### src/rtl/ram_dp_sync_param.sv
// Parametrised synchronous dual-port RAM: port A write + registered read-back,
// port B registered read with valid flag, plus a clear sequencer that runs after
// reset or on clr_req. Optional per-word even parity under RAM_DP_PARITY_EN.
module ram_dp_sync_param #(
    parameter int                 DATA_W        = 4,
    parameter int                 ADDR_W        = 5,
    parameter int                 WRITE_MODE    = 0,
    parameter int                 COLLISION_FWD = 1,
    parameter logic [DATA_W-1:0]  INIT_VAL      = '0
) (
    input  logic              clk,
    input  logic              rst_n,
    input  logic              we,
    input  logic [ADDR_W-1:0] a,
    input  logic [DATA_W-1:0] di,
    output logic [DATA_W-1:0] spo,
    input  logic              dpre,
    input  logic [ADDR_W-1:0] dpra,
    output logic [DATA_W-1:0] dpo,
    output logic              dpo_valid,
    input  logic              clr_req,
    output logic              init_busy
`ifdef RAM_DP_PARITY_EN
    ,
    input  logic              par_flip,
    output logic              perr_b
`endif
);

    localparam int DEPTH = 2 ** ADDR_W;
`ifdef RAM_DP_PARITY_EN
    localparam int MEM_W = DATA_W + 1;
`else
    localparam int MEM_W = DATA_W;
`endif

    typedef enum logic {
        ST_IDLE,
        ST_CLEAR
    } state_t;

    state_t            state_q, state_d;
    logic [ADDR_W-1:0] clr_ptr_q, clr_ptr_d;
    logic              busy;

    logic [MEM_W-1:0]  mem [DEPTH];
    logic              mem_we;
    logic [ADDR_W-1:0] mem_wa;
    logic [MEM_W-1:0]  mem_wd;
    logic [MEM_W-1:0]  user_word;
    logic [MEM_W-1:0]  init_word;
    logic [MEM_W-1:0]  b_word;
    logic              collide;

    // Stored words carry their parity bit above the data when parity is enabled.
`ifdef RAM_DP_PARITY_EN
    assign user_word = {(^di) ^ par_flip, di};
    assign init_word = {^INIT_VAL, INIT_VAL};
`else
    assign user_word = di;
    assign init_word = INIT_VAL;
`endif

    assign busy      = (state_q == ST_CLEAR);
    assign init_busy = busy;

    // Reset lands in CLEAR so the array is swept before first use.
    always_ff @(posedge clk or negedge rst_n) begin
        if (!rst_n) begin
            state_q   <= ST_CLEAR;
            clr_ptr_q <= '0;
        end else begin
            state_q   <= state_d;
            clr_ptr_q <= clr_ptr_d;
        end
    end

    // NOTE: every always_comb output gets a default first so no path infers a latch.
    always_comb begin
        state_d   = state_q;
        clr_ptr_d = clr_ptr_q;
        case (state_q)
            ST_IDLE: begin
                if (clr_req) begin
                    state_d   = ST_CLEAR;
                    clr_ptr_d = '0;
                end
            end
            ST_CLEAR: begin
                clr_ptr_d = clr_ptr_q + ADDR_W'(1);
                if (clr_ptr_q == {ADDR_W{1'b1}}) begin
                    state_d = ST_IDLE;
                end
            end
            default: begin
                state_d   = ST_CLEAR;
                clr_ptr_d = '0;
            end
        endcase
    end

    // The sequencer owns the write port while clearing; user writes are dropped.
    always_comb begin
        mem_we = busy | we;
        mem_wa = busy ? clr_ptr_q : a;
        mem_wd = busy ? init_word : user_word;
    end

    // NOTE: the array has no reset; the clear sequencer initialises it instead.
    always_ff @(posedge clk) begin
        if (mem_we) begin
            mem[mem_wa] <= mem_wd;
        end
    end

    assign collide = we && (a == dpra);
    assign b_word  = ((COLLISION_FWD != 0) && collide) ? user_word : mem[dpra];

    // NOTE: sequential state uses non-blocking assignments so all registers
    // sample pre-edge values together.
    always_ff @(posedge clk or negedge rst_n) begin
        if (!rst_n) begin
            spo       <= '0;
            dpo       <= '0;
            dpo_valid <= 1'b0;
        end else if (busy) begin
            dpo_valid <= 1'b0;
        end else begin
            if ((WRITE_MODE != 0) && we) begin
                spo <= di;
            end else begin
                spo <= mem[a][DATA_W-1:0];
            end
            dpo_valid <= dpre;
            if (dpre) begin
                dpo <= b_word[DATA_W-1:0];
            end
        end
    end

`ifdef RAM_DP_PARITY_EN
    // A correctly stored word has even overall parity; odd means corruption.
    always_ff @(posedge clk or negedge rst_n) begin
        if (!rst_n) begin
            perr_b <= 1'b0;
        end else if (busy) begin
            perr_b <= 1'b0;
        end else begin
            perr_b <= dpre && (^b_word);
        end
    end
`endif

endmodule

### config.mk
export PLATFORM = sky130hd
export DESIGN_NAME = ram_dp_sync_param
export DESIGN_NICKNAME = d
export VERILOG_FILES = /design/src/rtl/ram_dp_sync_param.sv
export SDC_FILE = /design/constraint.sdc
export NUM_CORES = 1
export LEC_CHECK = 0
export CAP_MARGIN = 5
export CORE_MARGIN = 2
export CORE_UTILIZATION = 40
export DETAILED_ROUTE_END_ITERATION = 10
export RECOVER_POWER = 100
export SLEW_MARGIN = 10
export SYNTH_ARGS = -nofsm -noshare
export SYNTH_HDL_FRONTEND = slang
export SYNTH_SLANG_ARGS = --single-unit
export TNS_END_PERCENT = 100
### constraint.sdc
create_clock -name clk -period 2.1 [get_ports clk]
set_clock_uncertainty 0.15 [all_clocks]
set_input_delay 0.42 -clock clk [delete_from_list [all_inputs] [get_ports clk]]
set_output_delay 0.42 -clock clk [all_outputs]
set_load 0.02 [all_outputs]
==> out/metrics.cfg <==
[floorplanning]
coreArea_um2 = 17200
num_rows = 48
initial_core_util_pct = 40.6
dieWidth_um = 136
dieArea_um2 = 18500
die_y_um = 136
top_level_ports = 29

[setup_path]
cp-end-kind = flop
cp.required_ps = 2250
arrival_ps = 2390
crit_slowest_cell = or4_4
critical_path.cell_chain = mux4_2 > or4_4 > o311ai_2 > a2111oi_1 > a311o_1
cpPeakStageDelay_ps = 550
cp_max_fo = 2
rrSetupSlack_ps = -140
crit_path_start_kind = flop
crit_type = reg -> reg

[timing]
worst_pin_slew_ps = 860
min_period_ps = 2240
fin_crit_sh_pct = 107
drv_slew = 0
rsz0062_at_grt = yes
setup_viol = 66
clock.fmax_ghz = 0.446
slew_headroom_pct = 42.7
hold_viol_final = 0
setup_tns_ps = -2800
finalWorstSetupSlack_ps = -144

[global_routing]
grt_max_degree = 33
grt_pass1_vias = 4798
track_usage_pct = 23.2
grt_overflow = 0
grt_pass1_wl_um = 30200
grt_antenna_before_repair = 0

[synthesis]
ys_warn_count = 0
postSynthAreaPerCell_um2 = 16.1
syn-num-nets = 454
synth_edf_count = 128
ys_async_sr_fraction_pct = 10.5
yosysSeqAreaShare_pct = 60.5
synth_cell_types = 44
ys_ff_latch = 143
ys.flop_type = edfxtp_1
synth_area_um2 = 6970
synthCells = 433

[clock_network]
ctsHtreeMaxLevel = 4
clock_path_buffers = 2
cts.sinks = 143
cts-root-buf = clkbuf_16
cts_tree = done
clk_pin_slew_worst_paths_ps = 60
clk_latency_ps = 430
cts_buffers = 17

[detailed_routing]
routed_wl_um = 20200
dr.pass1.iters = 5
via_per_inst = 5.75
drtIter0Drc = 445
ant_nets = 0
wl_per_cell_um = 24.9
vias = 4677
drc_errors = 0

[layout]
drive_above_1_share_pct = 45.5
antenna_cells = 0
nets = 597
syn2layout_area_growth_pct = 34.4

[power]
p_leak_nw = 3.31
peakVddDrop_uv = 608
fin_total_pwr_mw = 10.3
powerDensity_nw_per_um2 = 1100

[status]
status = finished, violations left
violations = setup timing

[place]
gp_congestion = 0.928
dp_hpwl_um = 14500
io_buffers = 28

[job]
maxCapViolCount = 0

[hold_path]
hold_class = reg -> reg

[area by class of cell]
cell class | count | area [µm²]
Fill cell | 1378 | 7810
Clock inverter | 13 | 123
Clock buffer | 19 | 433
Timing Repair Buffer | 150 | 1400
Inverter | 4 | 15.0
Tap cell | 225 | 282
Multi-Input combinational cell | 260 | 2900
Sequential cell | 143 | 4220
[state kept, by name, summed over array words and instances, names as in the netlist]
register	cells
spo	4
dpo_valid	1
mem	128
dpo	4
init_busy	1
clr_ptr_q	5
[power breakdown]
| part | switching (mW) | total (mW) | internal (mW) |
|---|---|---|---|
| clock | 1.13 | 2.85 | 1.72 |
| combinational | 1.83 | 3.49 | 1.67 |
| sequential | 0.293 | 3.94 | 3.65 |
| total | 3.25 | 10.3 | 7.04 |
[cells by family (layout without fill, tap and decap cells)]
kind of cell	Yosys count	after routing	share of synthesized area, %
flops	143	143	60.5
simple gates	117	117	8.02
mux	70	70	21.7
compound gates	67	67	6.50
buf+inv	30	186	2.33
xor+xnor	4	4	0.503
fa+ha+maj	2	2	0.359
[repair_timing]
item / in CTS / in global routing
pin swaps: 4 / 11
hold buffers: 0 / 0
gates cloned: 1 / 0
resized for setup: 34 / 61
buffers inserted: 9 / 8
endpoints found under the setup margin: 130 / 134
[stage by stage]
step	cells	setup slack (ps)	area, µm²	util (%)	hold slack, ps
after floorplan	433	-173	6990	-	-25.6
after global placement	770	-649	8330	48.5	318
after detailed placement	770	-638	8330	48.5	324
after CTS	812	-111	9110	53.0	166
after global routing	814	-207	9370	54.5	390
final	814	-144	9370	54.5	340
[critical path: cells and delay by family, from the launching register on]
family | cells | cell delay [ps]
AOI/OAI and AO/OA | 3 | 470
DFF | 1 | 450
muxes | 1 | 510
and+or+nand+nor | 1 | 550
[Yosys cell counts (6+ instances only)]
library cell  count  area (µm²)
o22ai_1           7        43.8
o21ai_0          13        65.1
nand2_1          29         109
nand3_1           6        30.0
edfxtp_1        128        3840
a21oi_1          12        60.1
nor2_1           45         169
nor2b_1          13        81.3
nand2b_1         10        62.6
clkbuf_1         10        37.5
dfrtp_1          14         350
a22oi_1          12        90.1
buf_2            10        50.1
mux4_2           64        1440
[final timing paths]
path                       endpoint        from  cells after the start
max                          dpo[2]  mem[22][2]                      5
min                          spo[2]      spo[2]                      2
max reg2reg                  dpo[2]  mem[22][2]                      5
min reg2reg                  spo[2]      spo[2]                      2
max in group asynchronous    dpo[2]       rst_n                      2
min in group asynchronous    spo[0]       rst_n                      2
[metal layers]
| metal | track usage [%] | vias to the layer above | routed length (µm) |
|---|---|---|---|
| li1 | - | 2051 | - |
| met1 | 30.2 | 2363 | 8310 |
| met2 | 37.7 | 223 | 9850 |
| met3 | 5.89 | 40 | 1430 |
| met4 | 8.97 | 0 | 639 |
| met5 | 0 | - | 0 |
[placed cells by master (no fill, tap or decap), drive strengths merged, types with 2 or more instances in the layout]
cell	instances
a22oi	12
clkinvlp	2
buf	122
ha	2
clkbuf	20
nand2b	10
edfxtp	128
dlygate4sd2	2
clkinv	9
a221o	2
nor2b	13
a21oi	12
mux2i	5
xnor2	2
or3	3
clkdlybuf4s50	22
bufinv	2
o221ai	5
mux4	64
nand2	29
a31oi	5
xor2	2
o22ai	7
inv	4
and3	2
o32ai	3
dfrtp	14
nor2	45
o21ai	13
or2	2
nand3	6
a22o	2
and2	2
(Power assumes the default switching activity.)
